--- config.mk ---
export PLATFORM = sky130hd
export DESIGN_NAME = seg7_scan_ctrl
export DESIGN_NICKNAME = d
export VERILOG_FILES = /design/src/rtl/seg7_pkg.sv /design/src/rtl/seg7_hex_decode.sv /design/src/rtl/seg7_scan_ctrl.sv
export SDC_FILE = /design/constraint.sdc
export NUM_CORES = 1
export LEC_CHECK = 0
export ABC_AREA = 1
export CAP_MARGIN = 20
export CORE_MARGIN = 3
export CORE_UTILIZATION = 50
export DETAILED_ROUTE_END_ITERATION = 12
export GPL_ROUTABILITY_DRIVEN = 1
export HOLD_SLACK_MARGIN = 0.06
export PLACE_DENSITY = 0.7
export SLEW_MARGIN = 15
export SYNTH_ARGS = -nofsm -noshare
export SYNTH_HDL_FRONTEND = slang
export SYNTH_SLANG_ARGS = --single-unit
export TNS_END_PERCENT = 30
--- constraint.sdc ---
create_clock -name clk -period 4.5 [get_ports clk]
set_input_delay 0.9 -clock clk [delete_from_list [all_inputs] [get_ports clk]]
set_output_delay 0.9 -clock clk [all_outputs]
set_load 0.05 [all_outputs]
--- src/rtl/seg7_pkg.sv ---
// Shared types and constants for the seven-segment scan controller.
// Contents: scan state enum, dark-output constants, hex-to-segment table
// (active-low, bit order {g,f,e,d,c,b,a}).
package seg7_pkg;

  localparam int unsigned DIGITS = 4;
  localparam int unsigned NIB_W  = 4;
  localparam int unsigned VAL_W  = DIGITS * NIB_W;
  localparam int unsigned SEG_W  = 7;
  localparam int unsigned CNT_W  = 16;
  localparam int unsigned IDX_W  = 2;

  typedef enum logic [1:0] {
    IDLE  = 2'd0,
    BLANK = 2'd1,
    SHOW  = 2'd2
  } state_t;

  localparam logic [SEG_W-1:0]  SEG_OFF = 7'h7F;
  localparam logic [DIGITS-1:0] AN_OFF  = 4'hF;

  localparam logic [SEG_W-1:0] HEX_SEG [16] = '{
    7'h40, 7'h79, 7'h24, 7'h30, 7'h19, 7'h12, 7'h02, 7'h78,
    7'h00, 7'h10, 7'h08, 7'h03, 7'h46, 7'h21, 7'h06, 7'h0E
  };

endpackage

--- src/rtl/seg7_hex_decode.sv ---
// Combinational hex nibble to active-low seven-segment pattern.
// Ports: i_hex  - 4-bit hex digit
//        o_seg_c - segments {g,f,e,d,c,b,a}, active-low
module seg7_hex_decode
  import seg7_pkg::*;
(
  input  logic [NIB_W-1:0] i_hex,
  output logic [SEG_W-1:0] o_seg_c
);

  assign o_seg_c = HEX_SEG[i_hex];

endmodule

--- src/rtl/seg7_scan_ctrl.sv ---
// Four-digit common-anode display scanner with per-switch blanking gap and
// once-per-frame latching of the displayed value.
// Ports: clk, clr (sync active-high reset), tick (digit-advance strobe),
//        enable, value[15:0], dp_in[3:0], lzb_en  -> an[3:0], seg[6:0], dp,
//        frame_start. All outputs are registered; an/seg/dp are active-low.
module seg7_scan_ctrl
  import seg7_pkg::*;
#(
  parameter int unsigned BLANK_CYC = 256
) (
  input  logic              clk,
  input  logic              clr,
  input  logic              tick,
  input  logic              enable,
  input  logic [VAL_W-1:0]  value,
  input  logic [DIGITS-1:0] dp_in,
  input  logic              lzb_en,
  output logic [DIGITS-1:0] an,
  output logic [SEG_W-1:0]  seg,
  output logic              dp,
  output logic              frame_start
);

  localparam logic [CNT_W-1:0] CNT_LAST = CNT_W'(BLANK_CYC - 1);

  state_t              r_state, w_state_nxt;
  logic [IDX_W-1:0]    r_idx, w_idx_nxt;
  logic [CNT_W-1:0]    r_cnt, w_cnt_nxt;
  logic [VAL_W-1:0]    r_sh_value, w_sh_value_nxt;
  logic [DIGITS-1:0]   r_sh_dp, w_sh_dp_nxt;
  logic                r_sh_lzb, w_sh_lzb_nxt;
  logic [DIGITS-1:0]   r_an, w_an_nxt;
  logic [SEG_W-1:0]    r_seg, w_seg_nxt;
  logic                r_dp, w_dp_nxt;
  logic                r_fs, w_fs_nxt;

  logic [NIB_W-1:0]    w_nib;
  logic [SEG_W-1:0]    w_seg_dec;
  logic                w_lead_zero;
  logic [DIGITS-1:0]   w_an_dig;
  logic [SEG_W-1:0]    w_seg_dig;
  logic                w_dp_dig;

  // Current digit's nibble and its drive pattern from the frame shadows.
  assign w_nib = NIB_W'(r_sh_value >> {r_idx, 2'b00});

  seg7_hex_decode u_dec (
    .i_hex   (w_nib),
    .o_seg_c (w_seg_dec)
  );

  // Shifting right by idx nibbles leaves nibbles idx..3; all zero means leading.
  assign w_lead_zero = r_sh_lzb && (r_idx != IDX_W'(0)) &&
                       ((r_sh_value >> {r_idx, 2'b00}) == VAL_W'(0));
  assign w_an_dig    = ~(DIGITS'(1) << r_idx);
  assign w_seg_dig   = w_lead_zero ? SEG_OFF : w_seg_dec;
  assign w_dp_dig    = ~r_sh_dp[r_idx];

  // Next-state and next-output logic; outputs default to dark.
  always_comb begin
    w_state_nxt    = r_state;
    w_idx_nxt      = r_idx;
    w_cnt_nxt      = r_cnt;
    w_sh_value_nxt = r_sh_value;
    w_sh_dp_nxt    = r_sh_dp;
    w_sh_lzb_nxt   = r_sh_lzb;
    w_an_nxt       = AN_OFF;
    w_seg_nxt      = SEG_OFF;
    w_dp_nxt       = 1'b1;
    w_fs_nxt       = 1'b0;

    if (!enable) begin
      w_state_nxt = IDLE;
      w_idx_nxt   = IDX_W'(0);
      w_cnt_nxt   = CNT_W'(0);
    end else begin
      case (r_state)
        IDLE: begin
          w_state_nxt    = BLANK;
          w_idx_nxt      = IDX_W'(0);
          w_cnt_nxt      = CNT_W'(0);
          w_sh_value_nxt = value;
          w_sh_dp_nxt    = dp_in;
          w_sh_lzb_nxt   = lzb_en;
        end
        BLANK: begin
          // tick is deliberately ignored here
          w_cnt_nxt = r_cnt + CNT_W'(1);
          if (r_cnt == CNT_LAST) begin
            w_state_nxt = SHOW;
            w_an_nxt    = w_an_dig;
            w_seg_nxt   = w_seg_dig;
            w_dp_nxt    = w_dp_dig;
            w_fs_nxt    = (r_idx == IDX_W'(0));
          end
        end
        SHOW: begin
          if (tick) begin
            w_state_nxt = BLANK;
            w_cnt_nxt   = CNT_W'(0);
            w_idx_nxt   = r_idx + IDX_W'(1);
            // Wrapping to digit 0 starts a new frame: latch the inputs now.
            if (r_idx == IDX_W'(DIGITS - 1)) begin
              w_sh_value_nxt = value;
              w_sh_dp_nxt    = dp_in;
              w_sh_lzb_nxt   = lzb_en;
            end
          end else begin
            w_an_nxt  = w_an_dig;
            w_seg_nxt = w_seg_dig;
            w_dp_nxt  = w_dp_dig;
          end
        end
        default: begin
          w_state_nxt = IDLE;
        end
      endcase
    end
  end

  // State, shadow and output registers.
  always_ff @(posedge clk) begin
    if (clr) begin
      r_state    <= IDLE;
      r_idx      <= IDX_W'(0);
      r_cnt      <= CNT_W'(0);
      r_sh_value <= VAL_W'(0);
      r_sh_dp    <= DIGITS'(0);
      r_sh_lzb   <= 1'b0;
      r_an       <= AN_OFF;
      r_seg      <= SEG_OFF;
      r_dp       <= 1'b1;
      r_fs       <= 1'b0;
    end else begin
      r_state    <= w_state_nxt;
      r_idx      <= w_idx_nxt;
      r_cnt      <= w_cnt_nxt;
      r_sh_value <= w_sh_value_nxt;
      r_sh_dp    <= w_sh_dp_nxt;
      r_sh_lzb   <= w_sh_lzb_nxt;
      r_an       <= w_an_nxt;
      r_seg      <= w_seg_nxt;
      r_dp       <= w_dp_nxt;
      r_fs       <= w_fs_nxt;
    end
  end

  assign an          = r_an;
  assign seg         = r_seg;
  assign dp          = r_dp;
  assign frame_start = r_fs;

endmodule

==> flow_summary.html, run 1 <==
<table>
<tr><th>Metric</th><th>Value</th></tr>
<tr><th colspan="2">Run status</th></tr>
<tr><td>Status</td><td>finished, final reports clean</td></tr>
<tr><th colspan="2">STA</th></tr>
<tr><td>Share of the cycle needed by the critical path after routing</td><td>52.8%</td></tr>
<tr><td>Max Clock Skew</td><td>0.00319 ns</td></tr>
<tr><td>Unrepaired setup endpoints after global routing</td><td>no</td></tr>
<tr><td>Post-route setup TNS</td><td>0 ns</td></tr>
<tr><td>Number of failing hold endpoints at the final stage</td><td>0</td></tr>
<tr><td>FMAX</td><td>0.421 GHz</td></tr>
<tr><td>Time the worst path needs with I/O delays and setup</td><td>2.38 ns</td></tr>
<tr><td>Transition time at the pin with the least slew margin</td><td>0.504 ns</td></tr>
<tr><td>Worst-case headroom to the max-slew limit</td><td>66.4%</td></tr>
<tr><td>Max-slew violations</td><td>0</td></tr>
<tr><td>Setup Viol. Count Final</td><td>0</td></tr>
<tr><td>Final setup slack of the worst path</td><td>2.12 ns</td></tr>
<tr><th colspan="2">Drt</th></tr>
<tr><td>Post-route antenna net violation count</td><td>0</td></tr>
<tr><td>Total via count in the routed design</td><td>2539</td></tr>
<tr><td>Routed wire per std cell</td><td>11.4 um</td></tr>
<tr><td>Length of the first detailed-routing pass in iterations</td><td>4</td></tr>
<tr><td>Total wire length</td><td>5820 um</td></tr>
<tr><td>Final routed DRC violation total</td><td>0</td></tr>
<tr><td>Mean number of vias per cell</td><td>4.96</td></tr>
<tr><td>Initial drt markers</td><td>102</td></tr>
<tr><th colspan="2">Clock tree</th></tr>
<tr><td>Post-CTS repair timing setup buffer count</td><td>0</td></tr>
<tr><td>Hold buffers post-CTS</td><td>0</td></tr>
<tr><td>Cell at the root of the clock tree</td><td>clkbuf_8</td></tr>
<tr><td>Number of buffers added by the clock tree synthesis step</td><td>5</td></tr>
<tr><td>Clock insertion delay at the later pin of the skew report</td><td>0.30 ns</td></tr>
<tr><td>H-tree depth</td><td>2</td></tr>
<tr><td>Number of clock sinks seen by CTS</td><td>54</td></tr>
<tr><td>Clock tree from TritonCTS</td><td>built</td></tr>
<tr><td>Number of gates resized after CTS</td><td>0</td></tr>
<tr><td>Clock transition at path regs</td><td>0.09 ns</td></tr>
<tr><td>Buffer depth of the longest clock path</td><td>2</td></tr>
<tr><th colspan="2">Global routing</th></tr>
<tr><td>Total congestion overflow</td><td>0</td></tr>
<tr><td>Global-route usage over all layers</td><td>18.9%</td></tr>
<tr><td>Number of antenna violations at the first check in global routing</td><td>0</td></tr>
<tr><td>First-pass GRT wire length</td><td>10100 um</td></tr>
<tr><td>Number of global-route vias before repair</td><td>2277</td></tr>
<tr><td>Largest net degree at the start of global routing</td><td>26</td></tr>
<tr><th colspan="2">Pwr</th></tr>
<tr><td>Part of the total power dissipated in combinational logic</td><td>16.4%</td></tr>
<tr><td>Internal power contribution</td><td>0.685 mW</td></tr>
<tr><td>Total power divided by cell area</td><td>282 mW/mm^2</td></tr>
<tr><td>Leakage power summed over all cells</td><td>1.39 nW</td></tr>
<tr><td>Reg power frac</td><td>53.9%</td></tr>
<tr><td>Peak ir drop on the vdd network</td><td>0.146 mV</td></tr>
<tr><td>Switching share of total power</td><td>27.6%</td></tr>
<tr><td>Net load switching power</td><td>0.261 mW</td></tr>
<tr><td>Clk pwr share</td><td>29.7%</td></tr>
<tr><th colspan="2">Floorplanning</th></tr>
<tr><td>Core region area</td><td>0.00534 mm^2</td></tr>
<tr><td>Overall die width</td><td>81.9 um</td></tr>
<tr><td>Overall die area</td><td>0.00670 mm^2</td></tr>
<tr><td>Total I/O pin count</td><td>38</td></tr>
<tr><td>Count of standard-cell rows</td><td>26</td></tr>
<tr><td>Chip Height</td><td>81.9 um</td></tr>
<tr><td>Effective utilization at floorplan</td><td>53.9%</td></tr>
<tr><th colspan="2">Cells and area</th></tr>
<tr><td>Layout Area Growth over Synthesis</td><td>16.7%</td></tr>
<tr><td>Final antenna diode count</td><td>0</td></tr>
<tr><td>Share of layout cells above drive strength 1</td><td>9.28%</td></tr>
<tr><td># nets final</td><td>482</td></tr>
<tr><th colspan="2">Logic synthesis</th></tr>
<tr><td>EDFF count, synth</td><td>0</td></tr>
<tr><td>FF+latch count, synth</td><td>54</td></tr>
<tr><td>Largest cells by area after synthesis</td><td>dfxtp_1 (38%), nand2_1 (17%), ha_1 (7.0%)</td></tr>
<tr><td>Post-Synthesis Cell Area</td><td>0.00288 mm^2</td></tr>
<tr><td>Warnings from Yosys</td><td>0</td></tr>
<tr><td>Top cell type's share of synthesized area</td><td>37.6%</td></tr>
<tr><td>Most area-hungry cell type in the Yosys netlist</td><td>dfxtp_1</td></tr>
<tr><td>Cell count after synthesis</td><td>406</td></tr>
<tr><td>Sequential-to-total area share from yosys stat</td><td>37.6%</td></tr>
<tr><td>Top_reg_cell synth</td><td>dfxtp_1</td></tr>
<tr><td>Net count after synthesis</td><td>447</td></tr>
<tr><td>Share of flip-flops with an asynchronous set or reset</td><td>0%</td></tr>
<tr><td>Post-Syn Area per Cell</td><td>7.09 um^2</td></tr>
<tr><td>Count of unique library cells instantiated by Yosys</td><td>33</td></tr>
<tr><th colspan="2">Setup path</th></tr>
<tr><td>Crit Path Category</td><td>in2reg</td></tr>
<tr><td>Number of buffers and inverters on the critical path</td><td>3</td></tr>
<tr><td>Required time worst endpoint</td><td>4.73 ns</td></tr>
<tr><td>Critical path endpoint category</td><td>flip-flop</td></tr>
<tr><td>Worst Setup Start Kind</td><td>input pin</td></tr>
<tr><td>Slowest cell delay on critical path</td><td>0.40 ns</td></tr>
<tr><td>Top cell by count, worst path</td><td>nand2_1</td></tr>
<tr><td>Largest fanout on the critical path</td><td>22</td></tr>
<tr><td>Cell-by-cell listing of the critical path</td><td>clkdlybuf4s50_1 -&gt; buf_4 -&gt; nor2_1 -&gt; nand2_1 -&gt; nand2_1 -&gt; inv_1 -&gt; nor3_1</td></tr>
<tr><td>Crit-path leading delay family</td><td>simple AND/OR/NAND/NOR gates</td></tr>
<tr><td>Data arrival time of the critical path</td><td>2.61 ns</td></tr>
<tr><td>Cell with the largest stage delay on the worst path</td><td>clkdlybuf4s50_1</td></tr>
<tr><th colspan="2">Job</th></tr>
<tr><td>Number of max-cap violations</td><td>0</td></tr>
<tr><th colspan="2">Place</th></tr>
<tr><td>Final Wtd Congestion</td><td>0.835</td></tr>
<tr><td>Detailed-placement wirelength estimate</td><td>4340 um</td></tr>
<tr><td>Pre-CTS setup slack</td><td>1.79 ns</td></tr>
<tr><td>Number of buffers inserted by port buffering</td><td>37</td></tr>
<tr><th colspan="2">Min path</th></tr>
<tr><td>Min-Delay Path Class</td><td>reg2reg</td></tr>
</table>
==> cell usage after synthesis, types with 2 or more instances <==
| library cell | number |
|---|---|
| nor2_2 | 3 |
| nand3_2 | 3 |
| clkbuf_1 | 2 |
| inv_4 | 2 |
| nand3b_1 | 3 |
| nor2_4 | 3 |
| dfxtp_1 | 54 |
| nand2_2 | 9 |
| a211oi_2 | 4 |
| nand3_1 | 35 |
| o21ai_2 | 4 |
| nor2_1 | 32 |
| nand2_1 | 132 |
| buf_4 | 3 |
| a21oi_1 | 31 |
| inv_1 | 38 |
| buf_6 | 4 |
| a211oi_1 | 2 |
| ha_1 | 16 |
| nor3_1 | 3 |
| o21ai_0 | 11 |
==> through the flow <==
step           std cells  area [um^2]  total power [mW]  hold WS [ns]  utilization, %
2_1_floorplan        406         2880             0.631         0.428               -
3_3_place_gp         504         3260             0.674         0.441            61.2
3_5_place_dp         504         3260             0.676         0.448            61.2
4_1_cts              512         3360             0.960         0.463            62.9
5_1_grt              512         3360             0.997         0.484            62.9
6_report             512         3360             0.946         0.460            62.9
==> per-layer routing <==
layer / track usage [%] / up-vias / part of all wire, %
li1: - / 1363 / -
met1: 26.8 / 1103 / 52
met2: 29.2 / 68 / 41
met3: 3.84 / 5 / 6.2
met4: 4.49 / 0 / 1.0
met5: 0 / - / 0
==> power groups by stage <==
stage          sequential, mW  combinational (mW)  clock, mW
6_report                0.510               0.155      0.281
4_1_cts                 0.510               0.156      0.294
2_1_floorplan           0.530               0.101          0
3_3_place_gp            0.520               0.153          0
5_1_grt                 0.512               0.175      0.310
3_5_place_dp            0.521               0.155          0
==> final timing paths <==
path / depth (start not counted) / start / end / slack [ns]
setup / recovery: 7 / clr / r_cnt[8]$_SDFFE_PP0P_ / 2.12
setup reg to reg: 12 / r_idx[0]$_SDFFE_PP0P_ / seg[1]$_SDFF_PP1_ / 2.18
hold reg to reg: 2 / r_cnt[7]$_SDFFE_PP0P_ / r_cnt[7]$_SDFFE_PP0P_ / 0.46
hold / removal: 2 / r_cnt[7]$_SDFFE_PP0P_ / r_cnt[7]$_SDFFE_PP0P_ / 0.46
==> layout by cell type, fill, tap and decap left out <==
cell type,instances
nand3_1,35
nand2_4,1
a211oi_1,2
nand3b_1,3
nand3_2,3
nor2_1,32
ha_1,16
nand2_2,9
nor2_2,3
or2_0,1
and3_4,1
clkinvlp_4,1
and2_1,1
nor3_1,3
o21ai_1,1
inv_2,1
a211oi_2,4
nor2_4,3
o21a_1,1
o21ai_2,4
buf_4,1
nor3_2,1
clkbuf_8,6
xor2_1,1
inv_1,38
o211ai_1,1
clkdlybuf4s50_1,37
inv_4,2
nand2_1,132
nand4_1,1
a21oi_1,31
dfxtp_1,54
clkinv_2,1
o21ai_0,11
==> tightest hold or removal path, stage by stage, from the launching register on <==
cell,delay (ns)
dfxtp_1,0.32
inv_1,0.05
a21oi_1,0.05
==> registers in the layout (all words and copies together), names as in the netlist <==
name / flops
r_idx: 2
r_sh_lzb: 1
frame_start: 1
seg: 7
r_cnt: 16
r_state: 2
r_sh_value: 16
an: 4
r_sh_dp: 4
dp: 1
==> final cells by class <==
type                            count  area [um^2]
Multi-Input combinational cell    301         1560
Clock buffer                        6         82.6
Inverter                           41          159
Fill cell                         526         1980
Tap cell                           70         87.6
Clock inverter                      2         12.5
Sequential cell                    54         1080
Timing Repair Buffer               38          378
==> cell families (layout without fill, tap and decap cells) <==
kind of cell	Yosys count	count (layout)	share of synthesized area [%]
flip-flops	54	54	37.6
buffers and inverters	51	87	8.30
XOR/XNOR	1	1	0.304
AO/OA/AOI/OAI	55	55	11.5
AND/OR/NAND/NOR	229	229	35.4
adder cells (fa/ha/maj)	16	16	6.96
Power figures use the tool's default switching activity.
==> run 2: changes to the inputs <==
- PLACE_DENSITY: 0.7 -> 0.73
- clock period: 4.5 -> 2 ns (I/O delays scaled with it)
==> flow_summary.html, run 2 (same netlist as run 1, synthesis figures left out) <==
<table>
<tr><th>Metric</th><th>Value</th></tr>
<tr><th colspan="2">Clock tree</th></tr>
<tr><td>Buffer depth of the longest clock path</td><td>2 (unchanged)</td></tr>
<tr><td>Clock tree from TritonCTS</td><td>built (unchanged)</td></tr>
<tr><td>Number of clock sinks seen by CTS</td><td>54 (unchanged)</td></tr>
<tr><td>H-tree depth</td><td>2 (unchanged)</td></tr>
<tr><td>Cell at the root of the clock tree</td><td>clkbuf_8 (unchanged)</td></tr>
<tr><td>Hold buffers post-CTS</td><td>0 (unchanged)</td></tr>
<tr><td>Number of buffers added by the clock tree synthesis step</td><td>5 (unchanged)</td></tr>
<tr><td>Clock insertion delay at the later pin of the skew report</td><td>0.30 ns (about the same)</td></tr>
<tr><td>Clock transition at path regs</td><td>0.09 ns (about the same)</td></tr>
<tr><th colspan="2">Floorplanning</th></tr>
<tr><td>Overall die width</td><td>81.9 um (unchanged)</td></tr>
<tr><td>Effective utilization at floorplan</td><td>53.9% (unchanged)</td></tr>
<tr><td>Overall die area</td><td>0.00670 mm^2 (unchanged)</td></tr>
<tr><td>Chip Height</td><td>81.9 um (unchanged)</td></tr>
<tr><td>Core region area</td><td>0.00534 mm^2 (unchanged)</td></tr>
<tr><td>Count of standard-cell rows</td><td>26 (unchanged)</td></tr>
<tr><td>Total I/O pin count</td><td>38 (unchanged)</td></tr>
<tr><th colspan="2">Min path</th></tr>
<tr><td>Min-Delay Path Class</td><td>reg2reg (unchanged)</td></tr>
<tr><td>Hold Path Depth</td><td>2 (unchanged)</td></tr>
<tr><td>Launch instance of the worst min-delay path</td><td>r_cnt[7]$_SDFFE_PP0P_ (unchanged)</td></tr>
<tr><td>Hold path endpoint</td><td>r_cnt[7]$_SDFFE_PP0P_ (unchanged)</td></tr>
<tr><th colspan="2">Drt</th></tr>
<tr><td>Length of the first detailed-routing pass in iterations</td><td>4 (unchanged)</td></tr>
<tr><td>Mean number of vias per cell</td><td>4.87 (was 4.96)</td></tr>
<tr><td>Initial drt markers</td><td>130 (was 102)</td></tr>
<tr><td>Routed wire per std cell</td><td>10.9 um (was 11.4 um)</td></tr>
<tr><td>Post-route antenna net violation count</td><td>0 (unchanged)</td></tr>
<tr><td>Total via count in the routed design</td><td>2539 (unchanged)</td></tr>
<tr><td>Final routed DRC violation total</td><td>0 (unchanged)</td></tr>
<tr><td>Total wire length</td><td>5680 um (was 5820 um)</td></tr>
<tr><th colspan="2">STA</th></tr>
<tr><td>Worst-case headroom to the max-slew limit</td><td>66.6% (was 66.4%)</td></tr>
<tr><td>Time the worst path needs with I/O delays and setup</td><td>1.82 ns</td></tr>
<tr><td>Transition time at the pin with the least slew margin</td><td>0.499 ns (was 0.504 ns)</td></tr>
<tr><td>Unrepaired setup endpoints after global routing</td><td>no (unchanged)</td></tr>
<tr><td>Setup Viol. Count Final</td><td>0 (unchanged)</td></tr>
<tr><td>Post-route setup TNS</td><td>0 ns (unchanged)</td></tr>
<tr><td>Fin Hold WS</td><td>0.471 ns (was 0.460 ns)</td></tr>
<tr><td>FMAX</td><td>0.549 GHz</td></tr>
<tr><td>Final setup slack of the worst path</td><td>0.180 ns (was 2.12 ns)</td></tr>
<tr><td>Share of the cycle needed by the critical path after routing</td><td>91.0%</td></tr>
<tr><td>Max-slew violations</td><td>0 (unchanged)</td></tr>
<tr><td>Number of failing hold endpoints at the final stage</td><td>0 (unchanged)</td></tr>
<tr><td>Max Clock Skew</td><td>0.0110 ns (was 0.00319 ns)</td></tr>
<tr><th colspan="2">Global routing</th></tr>
<tr><td>Total congestion overflow</td><td>0 (unchanged)</td></tr>
<tr><td>Global-route usage over all layers</td><td>18.2% (was 18.9%)</td></tr>
<tr><td>Number of antenna violations at the first check in global routing</td><td>0 (unchanged)</td></tr>
<tr><td>First-pass GRT wire length</td><td>9600 um (was 10100 um)</td></tr>
<tr><td>Largest net degree at the start of global routing</td><td>26 (unchanged)</td></tr>
<tr><td>Number of global-route vias before repair</td><td>2179 (was 2277)</td></tr>
<tr><th colspan="2">Cells and area</th></tr>
<tr><td>Share of layout cells above drive strength 1</td><td>11.8% (was 9.28%)</td></tr>
<tr><td>Commonest non-fill, non-tap cells in the layout</td><td>nand2_1 (131), dfxtp_1 (52), inv_1 (38) (was nand2_1 (132), dfxtp_1 (54), inv_1 (38))</td></tr>
<tr><td>Leading cell type in the layout, fill and taps excluded</td><td>nand2_1 (unchanged)</td></tr>
<tr><td>Final antenna diode count</td><td>0 (unchanged)</td></tr>
<tr><td>Layout Area Growth over Synthesis</td><td>21.0% (was 16.7%)</td></tr>
<tr><td># nets final</td><td>492 (was 482)</td></tr>
<tr><th colspan="2">Pwr</th></tr>
<tr><td>Peak ir drop on the vdd network</td><td>0.360 mV (was 0.146 mV)</td></tr>
<tr><td>Final Power</td><td>2.25 mW (was 0.946 mW)</td></tr>
<tr><td>Total power divided by cell area</td><td>647 mW/mm^2 (was 282 mW/mm^2)</td></tr>
<tr><td>Leakage power summed over all cells</td><td>1.46 nW (was 1.39 nW)</td></tr>
<tr><th colspan="2">Setup path</th></tr>
<tr><td>RR Endpoint</td><td>seg[2]$_SDFF_PP1_ (was seg[1]$_SDFF_PP1_)</td></tr>
<tr><td>Cells on worst reg2reg path</td><td>12 (unchanged)</td></tr>
<tr><td>FF-to-FF setup slack</td><td>0.18 ns (was 2.18 ns)</td></tr>
<tr><td>Data arrival time of the critical path</td><td>2.06 ns (was 2.61 ns)</td></tr>
<tr><td>Largest fanout on the critical path</td><td>14 (was 22)</td></tr>
<tr><td>Required time worst endpoint</td><td>2.24 ns (was 4.73 ns)</td></tr>
<tr><td>Critical path endpoint category</td><td>flip-flop (unchanged)</td></tr>
<tr><td>Launching point of the worst reg2reg path</td><td>r_idx[0]$_SDFFE_PP0P_ (unchanged)</td></tr>
<tr><td>Worst Setup Start Kind</td><td>flip-flop (was input pin)</td></tr>
<tr><td>Crit Path Category</td><td>reg2reg (was in2reg)</td></tr>
<tr><th colspan="2">Place</th></tr>
<tr><td>Number of buffers inserted by port buffering</td><td>37 (unchanged)</td></tr>
<tr><td>Detailed-placement wirelength estimate</td><td>4330 um (was 4340 um)</td></tr>
<tr><td>Final Wtd Congestion</td><td>0.897 (was 0.835)</td></tr>
<tr><td>Pre-CTS setup slack</td><td>0.0827 ns (was 1.79 ns)</td></tr>
<tr><th colspan="2">Job</th></tr>
<tr><td>Number of max-cap violations</td><td>0 (unchanged)</td></tr>
<tr><th colspan="2">Run status</th></tr>
<tr><td>Status</td><td>finished, final reports clean (unchanged)</td></tr>
</table>
## run 2: cell types whose count changed in the layout (fill, tap and decap cells not counted), sizes merged
cell / previous run / this run
clkinv: 1 / 0
buf: 1 / 11
clkinvlp: 1 / 0
bufinv: 0 / 1
## run 2: per-stage QoR
stage               std cells  util [%]  cell area [um^2]
floorplan                 406         -              2880
global placement          512      62.8              3350
detailed placement        512      62.8              3350
CTS                       519      64.9              3460
global route              521      65.2              3480
finish                    521      65.2              3480
## run 2: critical path, cell delays in order (launching register included)
cell	delay, ns
dfxtp_1	0.33
buf_4	0.18
nand2_1	0.10
nand3_1	0.09
nand2_2	0.09
ha_1	0.18
nand3_1	0.09
or2_0	0.23
nor2_1	0.13
nand2_2	0.13
nand3_1	0.09
nand2_1	0.05
nand2_1	0.06
## run 2: what timing repair did
| action | in CTS | in global routing |
|---|---|---|
| buffers inserted | 0 | 2 |
| endpoints found under the hold margin | 0 | 0 |
| resized for setup | 0 | 3 |
| setup endpoints to repair | 0 | 11 |
## run 2: power breakdown
group	switching (mW)	internal, mW
clock	0.333	0.401
sequential	0.0267	1.12
combinational	0.211	0.162
## run 2: routing by layer
metal	track usage, %	part of all wire [%]
met1	24.4	52
met2	29.7	43
met3	4.06	4.0
met4	3.99	0.85
met5	0	0
## run 2: area by class of cell
class / count / area, um^2
fillers: 512 / 1850
multi-input cells: 301 / 1560
flip-flops and latches: 54 / 1080
repair buffers: 48 / 478
inverters: 41 / 159
well taps: 70 / 87.6
clock buffers: 6 / 82.6
clock inverters: 1 / 30.0
## run 2: worst max-delay path by stage
stage	from	cells after the start	end	slack (ns)
3_3_place_gp	tick	10	r_cnt[13]$_SDFFE_PP0P_	0.10
5_1_grt	r_state[0]$_SDFFE_PP0P_	10	r_cnt[13]$_SDFFE_PP0P_	0.02
3_5_place_dp	tick	10	r_cnt[13]$_SDFFE_PP0P_	0.08
4_1_cts	r_idx[1]$_SDFFE_PP0P_	11	seg[2]$_SDFF_PP1_	0.07
6_report	r_idx[0]$_SDFFE_PP0P_	12	seg[2]$_SDFF_PP1_	0.18
2_1_floorplan	r_idx[0]$_SDFFE_PP0P_	13	seg[1]$_SDFF_PP1_	0.18
==> run 3: changes to the inputs <==
- CAP_MARGIN: 20 -> 30
==> results of run 3 <==
No change in the layout: final DEF, timing and power equal those of run 2.
